===== src/rtl/alu_uart_pkg.sv =====
// Shared definitions for the UART-to-ALU command sequencer.
// Holds the state encoding, the settle length and the flag bit positions of the reply byte.
package alu_uart_pkg;

    typedef enum logic [2:0] {
        GET_A    = 3'd0,
        GET_B    = 3'd1,
        GET_OP   = 3'd2,
        SETTLE   = 3'd3,
        SEND_RES = 3'd4,
        WAIT_RES = 3'd5,
        SEND_FLG = 3'd6,
        WAIT_FLG = 3'd7
    } state_t;

    localparam int SETTLE_CYC = 2;
    localparam int FLG_ZERO   = 0;
    localparam int FLG_OVF    = 1;

    // True in the states that accept command bytes.
    function automatic logic is_rx_state(input state_t s);
        return (s == GET_A) || (s == GET_B) || (s == GET_OP);
    endfunction

endpackage


===== src/rtl/inactivity_timer.sv =====
// Counts idle cycles while running and flags expiry when the count reaches TIMEOUT_CYC.
// A TIMEOUT_CYC of zero removes the counter entirely.
module inactivity_timer #(
    parameter int TIMEOUT_CYC = 1000000
) (
    input  logic i_clk,
    input  logic i_rst,
    input  logic i_clear,
    input  logic i_run,
    output logic o_expired
);

    generate
        if (TIMEOUT_CYC == 0) begin : g_off
            logic unused_inputs;
            assign unused_inputs = ^{i_clk, i_rst, i_clear, i_run};
            assign o_expired     = 1'b0;
        end else begin : g_on
            localparam int CW = $clog2(TIMEOUT_CYC + 1);
            logic [CW-1:0] cnt_reg;

            // Expiry is flagged in the cycle that would bring the count to TIMEOUT_CYC,
            // so the owner reacts on exactly that edge; a clear in the same cycle wins.
            assign o_expired = i_run && !i_clear && (cnt_reg == CW'(TIMEOUT_CYC - 1));

            always_ff @(posedge i_clk) begin
                if (i_rst || i_clear) begin
                    cnt_reg <= '0;
                end else if (i_run && !o_expired) begin
                    cnt_reg <= cnt_reg + 1'b1;
                end
            end
        end
    endgenerate

endmodule


===== src/rtl/alu_uart_ctrl.sv =====
// Collects A, B and opcode bytes from the UART, drives the registered ALU top,
// then returns the result byte followed by a flags byte to the UART transmitter.
module alu_uart_ctrl
    import alu_uart_pkg::*;
#(
    parameter int NB_DATA     = 8,
    parameter int NB_OP       = 6,
    parameter int NB_UART     = 8,
    parameter int TIMEOUT_CYC = 1000000
) (
    input  logic               i_clk,
    input  logic               i_rst,
    input  logic [NB_UART-1:0] i_rx_data,
    input  logic               i_rx_done,
    input  logic               i_tx_done,
    input  logic [NB_DATA-1:0] i_alu_result,
    input  logic               i_alu_zero,
    input  logic               i_alu_overflow,
    output logic [NB_DATA-1:0] o_data_a,
    output logic [NB_DATA-1:0] o_data_b,
    output logic [NB_OP-1:0]   o_op,
    output logic               o_en_a,
    output logic               o_en_b,
    output logic               o_en_op,
    output logic [NB_UART-1:0] o_tx_data,
    output logic               o_tx_start,
    output logic               o_busy,
    output logic               o_err
);

    generate
        if (NB_DATA > NB_UART) begin : g_bad_data_width
            $error("alu_uart_ctrl: NB_DATA must not exceed NB_UART");
        end
        if (NB_OP > NB_UART) begin : g_bad_op_width
            $error("alu_uart_ctrl: NB_OP must not exceed NB_UART");
        end
        if (NB_UART < 2) begin : g_bad_uart_width
            $error("alu_uart_ctrl: NB_UART must hold both flag bits");
        end
    endgenerate

    state_t             state_reg,      state_next;
    logic [NB_DATA-1:0] data_a_reg,     data_a_next;
    logic [NB_DATA-1:0] data_b_reg,     data_b_next;
    logic [NB_OP-1:0]   op_reg,         op_next;
    logic               en_a_reg,       en_a_next;
    logic               en_b_reg,       en_b_next;
    logic               en_op_reg,      en_op_next;
    logic [NB_UART-1:0] tx_data_reg,    tx_data_next;
    logic               tx_start_reg,   tx_start_next;
    logic               busy_reg,       busy_next;
    logic               err_reg,        err_next;
    logic [1:0]         settle_cnt_reg, settle_cnt_next;
    logic [NB_DATA-1:0] res_reg,        res_next;
    logic               zero_reg,       zero_next;
    logic               ovf_reg,        ovf_next;

    logic timer_run;
    logic timer_clear;
    logic timer_expired;

    // Only the gaps between bytes of one command are timed; every byte restarts the count.
    assign timer_run   = (state_reg == GET_B) || (state_reg == GET_OP);
    assign timer_clear = i_rx_done || !timer_run;

    inactivity_timer #(
        .TIMEOUT_CYC (TIMEOUT_CYC)
    ) u_timer (
        .i_clk     (i_clk),
        .i_rst     (i_rst),
        .i_clear   (timer_clear),
        .i_run     (timer_run),
        .o_expired (timer_expired)
    );

    always_comb begin
        state_next      = state_reg;
        data_a_next     = data_a_reg;
        data_b_next     = data_b_reg;
        op_next         = op_reg;
        en_a_next       = 1'b0;
        en_b_next       = 1'b0;
        en_op_next      = 1'b0;
        tx_data_next    = tx_data_reg;
        tx_start_next   = 1'b0;
        err_next        = 1'b0;
        settle_cnt_next = settle_cnt_reg;
        res_next        = res_reg;
        zero_next       = zero_reg;
        ovf_next        = ovf_reg;

        case (state_reg)
            GET_A: begin
                if (i_rx_done) begin
                    data_a_next = i_rx_data[NB_DATA-1:0];
                    en_a_next   = 1'b1;
                    state_next  = GET_B;
                end
            end
            GET_B: begin
                if (i_rx_done) begin
                    data_b_next = i_rx_data[NB_DATA-1:0];
                    en_b_next   = 1'b1;
                    state_next  = GET_OP;
                end else if (timer_expired) begin
                    err_next   = 1'b1;
                    state_next = GET_A;
                end
            end
            GET_OP: begin
                if (i_rx_done) begin
                    op_next         = i_rx_data[NB_OP-1:0];
                    en_op_next      = 1'b1;
                    settle_cnt_next = '0;
                    state_next      = SETTLE;
                end else if (timer_expired) begin
                    err_next   = 1'b1;
                    state_next = GET_A;
                end
            end
            SETTLE: begin
                // First cycle: ALU top registers load. Second: its combinational result is valid.
                if (settle_cnt_reg == 2'(SETTLE_CYC - 1)) begin
                    res_next   = i_alu_result;
                    zero_next  = i_alu_zero;
                    ovf_next   = i_alu_overflow;
                    state_next = SEND_RES;
                end else begin
                    settle_cnt_next = settle_cnt_reg + 1'b1;
                end
            end
            SEND_RES: begin
                tx_start_next = 1'b1;
                tx_data_next  = NB_UART'(res_reg);
                state_next    = WAIT_RES;
            end
            WAIT_RES: begin
                if (i_tx_done) begin
                    state_next = SEND_FLG;
                end
            end
            SEND_FLG: begin
                tx_start_next          = 1'b1;
                tx_data_next           = '0;
                tx_data_next[FLG_ZERO] = zero_reg;
                tx_data_next[FLG_OVF]  = ovf_reg;
                state_next             = WAIT_FLG;
            end
            WAIT_FLG: begin
                if (i_tx_done) begin
                    state_next = GET_A;
                end
            end
            default: begin
                state_next = GET_A;
            end
        endcase

        // A byte arriving while a command is in flight is lost; report it.
        if (i_rx_done && !is_rx_state(state_reg)) begin
            err_next = 1'b1;
        end

        busy_next = (state_next != GET_A);
    end

    always_ff @(posedge i_clk) begin
        if (i_rst) begin
            state_reg      <= GET_A;
            data_a_reg     <= '0;
            data_b_reg     <= '0;
            op_reg         <= '0;
            en_a_reg       <= 1'b0;
            en_b_reg       <= 1'b0;
            en_op_reg      <= 1'b0;
            tx_data_reg    <= '0;
            tx_start_reg   <= 1'b0;
            busy_reg       <= 1'b0;
            err_reg        <= 1'b0;
            settle_cnt_reg <= '0;
            res_reg        <= '0;
            zero_reg       <= 1'b0;
            ovf_reg        <= 1'b0;
        end else begin
            state_reg      <= state_next;
            data_a_reg     <= data_a_next;
            data_b_reg     <= data_b_next;
            op_reg         <= op_next;
            en_a_reg       <= en_a_next;
            en_b_reg       <= en_b_next;
            en_op_reg      <= en_op_next;
            tx_data_reg    <= tx_data_next;
            tx_start_reg   <= tx_start_next;
            busy_reg       <= busy_next;
            err_reg        <= err_next;
            settle_cnt_reg <= settle_cnt_next;
            res_reg        <= res_next;
            zero_reg       <= zero_next;
            ovf_reg        <= ovf_next;
        end
    end

    assign o_data_a   = data_a_reg;
    assign o_data_b   = data_b_reg;
    assign o_op       = op_reg;
    assign o_en_a     = en_a_reg;
    assign o_en_b     = en_b_reg;
    assign o_en_op    = en_op_reg;
    assign o_tx_data  = tx_data_reg;
    assign o_tx_start = tx_start_reg;
    assign o_busy     = busy_reg;
    assign o_err      = err_reg;

endmodule


===== config.mk =====
export PLATFORM = sky130hd
export DESIGN_NAME = alu_uart_ctrl
export DESIGN_NICKNAME = d
export VERILOG_FILES = /design/src/rtl/alu_uart_pkg.sv /design/src/rtl/inactivity_timer.sv /design/src/rtl/alu_uart_ctrl.sv
export SDC_FILE = /design/constraint.sdc
export NUM_CORES = 1
export LEC_CHECK = 0
export ABC_AREA = 1
export BUFFER_PORTS_ARGS = -buffer_cell sky130_fd_sc_hd__buf_2
export CAP_MARGIN = 20
export CORE_ASPECT_RATIO = 0.7
export CORE_MARGIN = 1
export CORE_UTILIZATION = 43
export DETAILED_ROUTE_END_ITERATION = 12
export PLACE_DENSITY = 0.66
export SLEW_MARGIN = 0
export SYNTH_ARGS = -nofsm -noshare
export SYNTH_HDL_FRONTEND = slang
export SYNTH_SLANG_ARGS = --single-unit

===== constraint.sdc =====
create_clock -name i_clk -period 1.62 [get_ports i_clk]
set_input_delay 0.162 -clock i_clk [delete_from_list [all_inputs] [get_ports i_clk]]
set_output_delay 0.162 -clock i_clk [all_outputs]
set_load 0.01 [all_outputs]

Yosys cells after proc, flatten, opt, wreduce, memory -nomap -nowiden
Cells that the tools add are included.

cells by class
  reductions and logical operators = 27
  mux-type cells = 18
  equality and inequality tests = 11
  add/subtract/negate cells = 2
  bitwise gates (word level) = 3

operator list
  cell                                                 number
  one-hot mux 3 bit (8 select lines)                   1
  2-to-1 mux 3 bit                                     7
  adder 20 x 1 -> 20 bit, second input constant        1
  equality test 20 bit, second input constant          1
  one-hot mux 8 bit (2 select lines)                   1
  equality test 3 bit, second input constant           4
  OR reduction 2 bit                                   5
  AND reduction 2 bit                                  4
  equality test 3 x 2 -> 1 bit, second input constant  2
  2-to-1 mux 1 bit                                     6
  logical OR 1 bit                                     5
  logical AND 1 bit                                    4
  zero test 1 bit                                      4
  2-to-1 mux 2 bit                                     2
  inequality test 2 bit, second input constant         2
  one-hot mux 2 bit (2 select lines)                   1
  nonzero test 2 bit                                   2
  equality test 3 x 1 -> 1 bit, second input constant  1
  zero test 3 bit                                      1
  NOT 1 bit                                            3
  AND reduction 3 bit                                  1
  nonzero test 3 bit                                   1
  adder 2 x 1 -> 2 bit, second input constant          1
  equality test 2 x 1 -> 1 bit, second input constant  1

word-level totals
  logic and storage cells = 77
  bits in registers = 71
  input bits = 22

Depth between registers and ports, before layout
Gate-level depths: netlist of the first run.

  depth in word-level cells = 11
  depth in mapped cells = 10

Modules after synthesis
From an unflattened synthesis of the first run, not the netlist that was laid out.

unflattened totals
  cell total of the unflattened synthesis = 430
  area total of the unflattened synthesis = 3060.4 um^2

modules (own cells, without submodules)
  module            times used  cells an instance  seq. area each (um^2)  area an instance (um^2)
  alu_uart_ctrl     1           248                1021.0                 1936.9
  inactivity_timer  1           182                400.4                  1123.6

Worst setup path after synthesis of the first run
OpenSTA, ideal clock, no wires.

  kind = flip-flop to flip-flop
  start point = reg u_timer.g_on.cnt_reg[0]
  end point = reg u_timer.g_on.cnt_reg[15]
  arrival = 1564 ps
  clock period less this slack = 1630 ps
  required time = 1554 ps
  path buffers = 1
  slack = -10 ps
  cell stages (with the launch flop) = 11
  cells stage by stage = dfxtp_1 -> ha_1 -> inv_2 -> nor2_4 -> nand3_2 -> nor2_4 -> nand3_4 -> nand2_4 -> buf_8 -> nand2_2 -> a21oi_2

between the ends
  cells in the longest elaborated chain, start to end = 4
  elaborated cells between the ends (all ways) = 5
  classes of those cells = add/sub (1); eq/ne (1); reduce/logical (3)

ends and longest elaborated chain
  item                                                                            RTL line                RTL
  from (decl)                                                                     inactivity_timer.sv:20  logic [CW-1:0] cnt_reg;
  from (signal assigned)                                                          inactivity_timer.sv:30  cnt_reg <= cnt_reg + 1'b1;
  parallel branches: the longest is 4 deep, another holds adder 20 x 1 -> 20 bit  --

Parallel ways; which one is timed is not known.
A chain may end at the register's enable or synchronous reset.

Worst setup path after layout of the first run
  start point = reg state_reg[1]
  end point = reg u_timer.g_on.cnt_reg[15]

between the ends
  cells in the longest elaborated chain, start to end = 9
  elaborated cells between the ends (all ways) = 11
  classes of those cells = eq/ne (2); reduce/logical (9)

ends and longest elaborated chain
  item                                                                                 RTL line                RTL
  from (decl)                                                                          alu_uart_ctrl.sv:43     state_t state_reg, state_next;
  from (signal assigned)                                                               alu_uart_ctrl.sv:186    state_reg <= state_next;
  equality test 3 x 1 -> 1 bit / equality test 3 x 2 -> 1 bit (equally long branches)  alu_uart_ctrl.sv:64     assign timer_run = (state_reg == GET_B) || (state_reg == GET_OP);
  logical OR 1 bit *                                                                   alu_uart_ctrl.sv:64
  zero test 1 bit                                                                      alu_uart_ctrl.sv:65     assign timer_clear = i_rx_done || !timer_run;
  logical OR 1 bit                                                                     alu_uart_ctrl.sv:65
  zero test 1 bit                                                                      inactivity_timer.sv:24  assign o_expired = i_run && !i_clear && (cnt_reg == CW'(TIMEOUT_CYC - 1));
  logical AND 1 bit (2 in series)                                                      inactivity_timer.sv:24
  zero test 1 bit                                                                      inactivity_timer.sv:29  end else if (i_run && !o_expired) begin
  logical AND 1 bit                                                                    inactivity_timer.sv:29

Every way passes the cells marked *; elsewhere a longest branch is shown, timed or not.

==> results of run 1 <==
metrics by stage:
stage / power, W / utilization / setup TNS (ps)
4_1_cts: 0.00417 / 0.554 / 0
2_1_floorplan: 0.00235 / - / 0
3_3_place_gp: 0.00254 / 0.521 / 0
3_5_place_dp: 0.00255 / 0.521 / -68.8
5_1_grt: 0.00441 / 0.567 / -29.1
6_report: 0.00421 / 0.567 / 0
repair_timing:
action	in CTS	in global routing
hold endpoints to repair	0	0
gates resized for setup	2	14
cloned	0	2
pin swaps	0	5
setup buffers	0	3
endpoints found under the setup margin	20	26
layout make-up:
type / instances / area share
inverter: 36 / 0.0325
timing repair buffer: 90 / 0.132
multi-input combinational: 343 / 0.407
sequential: 71 / 0.344
tap: 98 / 0.0295
clock inverter: 7 / 0.0250
clock buffer: 9 / 0.0298
worst paths after layout:
kind                                           endpoint                startpoint  depth (start not counted)  slack, ps
setup / recovery  u_timer.g_on.cnt_reg[15]$_SDFFE_PP0P_   state_reg[1]$_SDFF_PP0_                          9         80
hold / removal                     ovf_reg$_SDFFE_PP0P_            i_alu_overflow                          3         30
setup reg to reg  u_timer.g_on.cnt_reg[15]$_SDFFE_PP0P_   state_reg[1]$_SDFF_PP0_                          9         80
hold reg to reg                o_data_b[4]$_SDFFE_PP0P_  o_data_b[4]$_SDFFE_PP0P_                          2        440
metal layers:
metal  vias to the layer above  routed length [um]  global-route usage
met5                         -                   0                   0
li1                       1678                   -                   -
met3                         9                 539              0.0511
met4                         0                  80              0.0756
met2                        87                3630               0.313
met1                      1475                4180               0.313
worst max-delay path: cells and delay by family (launching register included):
family	cells	cell delay, ps
flip-flops	1	380
buffers and inverters	2	260
AO/OA/AOI/OAI	2	300
AND/OR/NAND/NOR	5	530
cells in the mapped netlist:
cell type / number / area [sq um]
sky130_fd_sc_hd__nand2_4: 2 / 22.5
sky130_fd_sc_hd__inv_1: 33 / 124
sky130_fd_sc_hd__o21ai_0: 33 / 165
sky130_fd_sc_hd__nand2_1: 110 / 413
sky130_fd_sc_hd__a21boi_0: 1 / 7.51
sky130_fd_sc_hd__inv_2: 3 / 11.3
sky130_fd_sc_hd__o21bai_1: 1 / 7.51
sky130_fd_sc_hd__a21oi_1: 42 / 210
sky130_fd_sc_hd__clkbuf_1: 7 / 26.3
sky130_fd_sc_hd__nor2_4: 2 / 22.5
sky130_fd_sc_hd__nand3_1: 26 / 130
sky130_fd_sc_hd__buf_1: 2 / 7.51
sky130_fd_sc_hd__nor2_1: 80 / 300
sky130_fd_sc_hd__nand2_2: 6 / 37.5
sky130_fd_sc_hd__buf_8: 1 / 15.0
sky130_fd_sc_hd__nand3_2: 1 / 10.0
sky130_fd_sc_hd__o22ai_1: 1 / 6.26
sky130_fd_sc_hd__buf_6: 1 / 11.3
sky130_fd_sc_hd__nand4_1: 7 / 43.8
sky130_fd_sc_hd__nand3_4: 1 / 17.5
sky130_fd_sc_hd__xnor2_1: 3 / 26.3
sky130_fd_sc_hd__dfxtp_1: 71 / 1420
sky130_fd_sc_hd__a31oi_1: 2 / 12.5
sky130_fd_sc_hd__nor2_2: 4 / 25.0
sky130_fd_sc_hd__buf_4: 1 / 7.51
sky130_fd_sc_hd__buf_2: 3 / 15.0
sky130_fd_sc_hd__nand3b_1: 3 / 22.5
sky130_fd_sc_hd__a21oi_2: 6 / 52.6
sky130_fd_sc_hd__ha_1: 2 / 25.0
sky130_fd_sc_hd__xor2_1: 6 / 52.6
sky130_fd_sc_hd__o21ai_1: 2 / 10.0
report_power, final:
group	leakage, nW	total (W)	internal, W	switching [W]
clock	0.114	0.00161	0.000885	0.000729
sequential	0.578	0.00189	0.00183	0.0000544
combinational	1.02	0.000704	0.000240	0.000464
kinds of logic after synthesis:
family	synth area share
compound gates	0.145
xor+xnor	0.0242
flops	0.436
fa+ha+maj	0.00768
buf+inv	0.0668
simple gates	0.321
==> summary.md, run 1 <==
The smallest hold slack is 30.5 ps. The floorplan step defined a die boundary enclosing 7940 sq um. Fill cells in the final layout number 712. In this run, CTS created clock tree buffers numbering 9. Maximum VDD drop: 0.451 mV.

The standard-cell row count is 26. The cell type of the slowest stage on the worst timing path is sky130_fd_sc_hd__dfxtp_2. The net count of the finished layout is 575.

TritonCTS built the clock tree. The number of register bits inferred by synthesis was 71. The number of hold violations in the final report is 0, and the clock-pin slew on the worst setup and hold paths is 80 ps. Max-cap violations in this run came to 0. The logs give 463 for the number of cells produced by synthesis and 0.559 for the worst slew margin relative to its limit.

The maximum fanout count along the critical path was 6. Including well taps, the total number of placed cells is 633. Data arrives at the worst endpoint at 1820 ps. The run gives 2 as the maximum clock insertion buffer count. The total via count after detailed routing is 3249, and the via count of the first global-routing pass is 2803.

The unique cell type count in the Yosys netlist was 31. The clock arrives with 7.52 ps of skew. Measured along the y axis, the die boundary spans 74.8 um.

The delay of the slowest cell on the worst path was 380 ps. In this run the power density over the cells is 1010 nW/um^2. The cell area after layout was 4150 sq um. The cell sitting at the root of the clock tree is a sky130_fd_sc_hd__clkbuf_8.

The initial antenna violation count came out at 0. Walking the worst path, the cells encountered are inv_2 -> nor2_4 -> nand2_2 -> a21oi_2 -> nand3_4 -> buf_12 -> nand2_4 -> nand2_2 -> a21oi_2. In the layout the commonest cells are 107 x sky130_fd_sc_hd__nand2_1, 78 x sky130_fd_sc_hd__nor2_1, 66 x sky130_fd_sc_hd__dfxtp_1.

The path class of the tightest hold or removal check is in -> reg. The number of diodes is 0. The tools report the part of the Yosys area used for sequential elements as 0.436. After legalization and detailed placement, the total HPWL measured 5.93 mm. The tools report the final estimated routing congestion in global placement as 0.856.

Starting utilization of the core area: 0.445. For the worst-skew pair, the clock arrives at the later sink with an insertion delay of 350 ps. The run gives 1.72 nW as the leakage dissipation. The worst setup path is captured at a flip-flop. Using the TritonRoute via totals, the vias-per-cell ratio works out to 4.97. Across all setup checks in the final design, the least slack found is 81.8 ps.

The maximum number of pins on one net before global-route repair was 27; the transition at the pin with the smallest max-transition slack was 660 ps. The worst setup timing slack at the placement stage came out at -19.4 ps. The area inside the core boundary is 7320 sq um, and the warning count from the yosys run is 0.

In this run, post-CTS hold repair placed 0 buffers. Across the whole layout, storage elements account for 1430 sq um. The leading cell type in the layout, fill and taps excluded was sky130_fd_sc_hd__nand2_1. After detailed routing, the number of remaining DRC violations is 0. Based on the critical path, the design can be clocked at up to 650 MHz. The die width was 106 um. The number of setup violations in the final report came out at 0. The run gives 4 as the number of search-and-repair iterations in the first detailed-routing pass. The first global-routing pass estimated 13.2 mm of wire. When the netlist entered floorplanning its net count stood at 487.

The proportion of layout cells with a drive suffix above 1 was 0.259; the per-cell routed wire length was 12.9 um. Total clock sinks: 71. In this run the mean area of a mapped cell was 7.04 sq um.

Once detail routing completed, the nets flagged for antenna violations numbered 0. The final critical-path share of the clock period was 0.950; the number of standard cells in the final layout excluding fillers was 654. STA puts the critical path data required time at 1900 ps.

The H-tree was split into 3 levels. Summing all multi-input logic gate instances after layout gives 1690 sq um. The total congestion overflow after global routing is 0.

From synthesis to final layout, the design area changed by 27.4%. The tools report the type of origin of the critical path as a flip-flop. The combined area of all synthesized cells was 3260 sq um; the total of buffers placed on input and output ports was 57. The category of the most critical setup path is reg -> reg. The area of placed instances was 3810 sq um; the final routed wirelength across all metal layers was 8.43 mm. For the first-iteration detailed-routing DRC count, the log shows 215. The I/O pin count came out at 58. The register with the most flip-flops in the layout has 20 of them. The run finished with clean final reports.

The final max-slew violation count is 0. The run gives 0.216 as the global routing usage summed across all routing layers. The routed design could run at a clock period as short as 1540 ps.
Power figures use the tool's default switching activity.
==> run 2: changes to the inputs <==
Settings changed: PLACE_DENSITY 0.66 to 0.63.
Clock period 1.62 ns to 1.7 ns, I/O delays scaled along.
==> summary.md, run 2 (synthesis gave the netlist of run 1 again) <==
Library cell used as clock root buffer: sky130_fd_sc_hd__clkbuf_8. Leading cell type in the layout, fill and taps excluded: sky130_fd_sc_hd__nand2_1. The number of hold violations in the final report is 0 (unchanged). The fill cell instance count of the final layout is 712 (unchanged).

The TritonCTS buffer count was 9 (unchanged). The min-delay analysis places its worst path in the category in -> reg. The worst-case reg-to-reg path depth is 8 (-1), and the placed wire-length estimate after detailed placement is 5.86 mm (-1.1%). The via count of the first global-routing pass is 2782 (-0.75%). The top cell types in the final layout, fill and taps aside, are 110 x sky130_fd_sc_hd__nand2_1, 78 x sky130_fd_sc_hd__nor2_1, 71 x sky130_fd_sc_hd__dfxtp_1. The final routed wirelength across all metal layers is 8.16 mm (-3.2%), and the global routing usage summed across all routing layers is 0.218 (+0.00214). The maximum level of the CTS H-tree is 3 (unchanged), and the critical path arrival is 1790 ps (-30 ps). The count of buffering cells on the critical path with inverters included is 1 (-1). Maximum fanout count along the critical path: 13 (+7).

The cell count along the critical path is 8 (-1), and the area inside the core boundary is 7320 sq um (unchanged). The run gives 0 (unchanged) as the final max-slew violation count. Following the worst setup path forward leads to its endpoint at u_timer.g_on.cnt_reg[13]$_SDFFE_PP0P_.

The minimum clock period after layout came out at 1590 ps (+54.3 ps). The worst register-to-register path begins at u_timer.g_on.cnt_reg[17]$_SDFFE_PP0P_. The worst slew margin relative to its limit was 0.556 (-0.00355). The wire length of the first global-routing pass was 13.4 mm (+1.6%). The run finished with clean final reports. The cell type of the slowest stage on the worst timing path is sky130_fd_sc_hd__dfxtp_1.

The capturing element type of the critical path is a flip-flop. The number of flip-flops in the largest register works out to 20 (unchanged). For the global-route track usage on met2, the log shows 0.315 (+0.00218).

The number of diodes was 0 (unchanged); the die width was 106 um (unchanged). The run gives 0 ps (unchanged) as the total negative setup slack. The logs give 0 (unchanged) for the initial antenna violation count and 3980 sq um (-4.2%) for the cell area after layout. The first element of the critical path was u_timer.g_on.cnt_reg[17]$_SDFFE_PP0P_.

The kind of cell with the highest combined delay along the critical path is simple AND/OR/NAND/NOR gates. The first-iteration detailed-routing DRC count was 227 (+5.6%). The delay of the slowest cell on the worst path is 440 ps (+60 ps). The maximum VDD drop was 0.559 mV (+24%); the register-to-register setup slack was 110 ps (+30 ps). The power density over cell area came out at 938 nW/um^2 (-7.4%). The number of setup violations in the final report came out at 0 (unchanged).

For the starting utilization of the core area, the log shows 0.445 (unchanged). The global-route met3 utilization came out at 0.0537 (+0.00260). TritonCTS built the clock tree.

The sequential group share of total power was 0.480 (+0.031). The clock-pin slew on the worst setup and hold paths is 80 ps (about the same). The number of remaining DRC errors came out at 0 (unchanged). Clock group share of total power: 0.352 (-0.032). Category of the most critical setup path: reg -> reg.

The proportion of layout cells with a drive suffix above 1 is 0.229 (-0.0296), and the endpoint required time on the critical path is 1900 ps (about the same). The total congestion overflow after global routing was 0 (unchanged). The maximum clock insertion buffer count was 2 (unchanged); the area of placed instances was 3770 sq um (-1.1%). The leakage dissipation is 1.64 nW (-4.4%). The tools report the maximum number of pins on one net before global-route repair as 27 (unchanged). Traced cell by cell, the critical path runs through nand2_1 -> nor2_1 -> nand3_1 -> nor2_4 -> nand3_4 -> buf_6 -> nand3_1 -> a21oi_1. The floorplan die height is 74.8 um (unchanged), and the total via count after detailed routing is 3174 (-2.3%). Post-CTS setup buffer count: 0 (unchanged). The tools report the number of nets still failing antenna checks after routing as 0 (unchanged).

The switching power share of the total came out at 0.296 (-0.000971). The final net count is 565 (-1.7%), and the per-cell routed wire length is 12.7 um (-1.5%). The number of hold buffers added after CTS came out at 0 (unchanged).

The run gives 71 (unchanged) as the total clock sinks. The internal power summed over all cells is 0.00263 W (-11%). The total of buffers placed on input and output ports is 57 (unchanged). The tools report the type of origin of the critical path as a flip-flop. met1 is the most crowded layer.

Setup repair after global routing left no endpoint under its margin. The fmax is 628 MHz (-3.4%). The total die area was 7940 sq um (unchanged); the max-capacitance violation count was 0 (unchanged). The final critical-path share of the clock period is 0.937 (-0.0127), and the growth of design area from synthesis to finish is 22.1%. For the net switching power, the log shows 0.00110 W (-12%). The fraction of met1 tracks used by global routing came out at 0.326 (+0.0129). The transition at the pin with the smallest max-transition slack came out at 666 ps (+5.32 ps). The most numerous cell type found on the critical path is sky130_fd_sc_hd__nand3_1. For the standard-cell row count, the log shows 26 (unchanged). The final estimated routing congestion in global placement is 0.893 (+4.3%).

In this run the critical register-to-register path is captured at u_timer.g_on.cnt_reg[13]$_SDFFE_PP0P_. The I/O pin count came out at 58 (unchanged). For the insertion delay to the later sink of the worst-skew pair, the log shows 340 ps (about the same). The post-detailed-route via-to-cell ratio works out to 4.94 (-0.64%). The final worst clock skew was 11.7 ps (+4.17 ps); the number of search-and-repair iterations in the first detailed-routing pass was 5 (+1).

The tools report the combinational share of power as 0.169 (+0.002).
==> run 2: cell types whose count changed in the layout (fill, tap and decap cells not counted), sizes merged <==
cell and delta:
nand2 -2, bufinv -1, buf -8, inv -2, clkinv +2
==> run 2: power groups by stage <==
stage,Combinational (W),Clock (W),Sequential (W)
finish,0.000630,0.00131,0.00179
global route,0.000705,0.00142,0.00180
CTS,0.000619,0.00134,0.00179
detailed placement,0.000615,0,0.00183
global placement,0.000612,0,0.00183
floorplan,0.000381,0,0.00186
==> run 2: timing repair <==
item	4_1_cts	5_1_grt
gates resized for setup	1	4
hold endpoints to repair	0	0
setup endpoints to repair	1	21
pin swaps	0	1
==> run 2: tightest hold or removal path: stages <==
cell	delay [ps]
sky130_fd_sc_hd__buf_2	80
sky130_fd_sc_hd__nor2_1	40
sky130_fd_sc_hd__nor2_1	80
==> run 2: worst min path at each step <==
stage                              end       startpoint  cells past startpoint
4_1_cts          zero_reg$_SDFFE_PP0P_       i_alu_zero                      3
3_3_place_gp     zero_reg$_SDFFE_PP0P_       i_alu_zero                      3
5_1_grt        res_reg[2]$_SDFFE_PP0P_  i_alu_result[2]                      3
6_report       res_reg[5]$_SDFFE_PP0P_  i_alu_result[5]                      3
2_1_floorplan     ovf_reg$_SDFFE_PP0P_   i_alu_overflow                      2
3_5_place_dp     zero_reg$_SDFFE_PP0P_       i_alu_zero                      3
==> run 2: cell type report <==
cell class / count / area (sq um) / share of cell area
Tap cell: 98 / 123 / 0.0308
Inverter: 36 / 135 / 0.0340
Clock inverter: 6 / 62.6 / 0.0157
Sequential cell: 71 / 1420 / 0.357
Multi-Input combinational cell: 341 / 1640 / 0.411
Timing Repair Buffer: 82 / 477 / 0.120
Clock buffer: 9 / 124 / 0.0311
==> run 2: routing by layer <==
| metal | share of wire | vias to the layer above |
|---|---|---|
| met5 | 0 | - |
| met1 | 0.53 | 1415 |
| li1 | - | 1646 |
| met2 | 0.39 | 105 |
| met3 | 0.073 | 8 |
| met4 | 0.0077 | 0 |
==> run 2: stage by stage <==
stage | instances | util | setup WS, ps | total power (W) | hold slack (ps)
2_1_floorplan | 463 | - | 70.4 | 0.00224 | 305
3_3_place_gp | 628 | 0.515 | 89.7 | 0.00244 | 391
3_5_place_dp | 628 | 0.515 | 14.6 | 0.00244 | 398
4_1_cts | 643 | 0.541 | 31.2 | 0.00375 | 39.0
5_1_grt | 643 | 0.544 | 0.779 | 0.00393 | 56.8
6_report | 643 | 0.544 | 107 | 0.00373 | 50.6
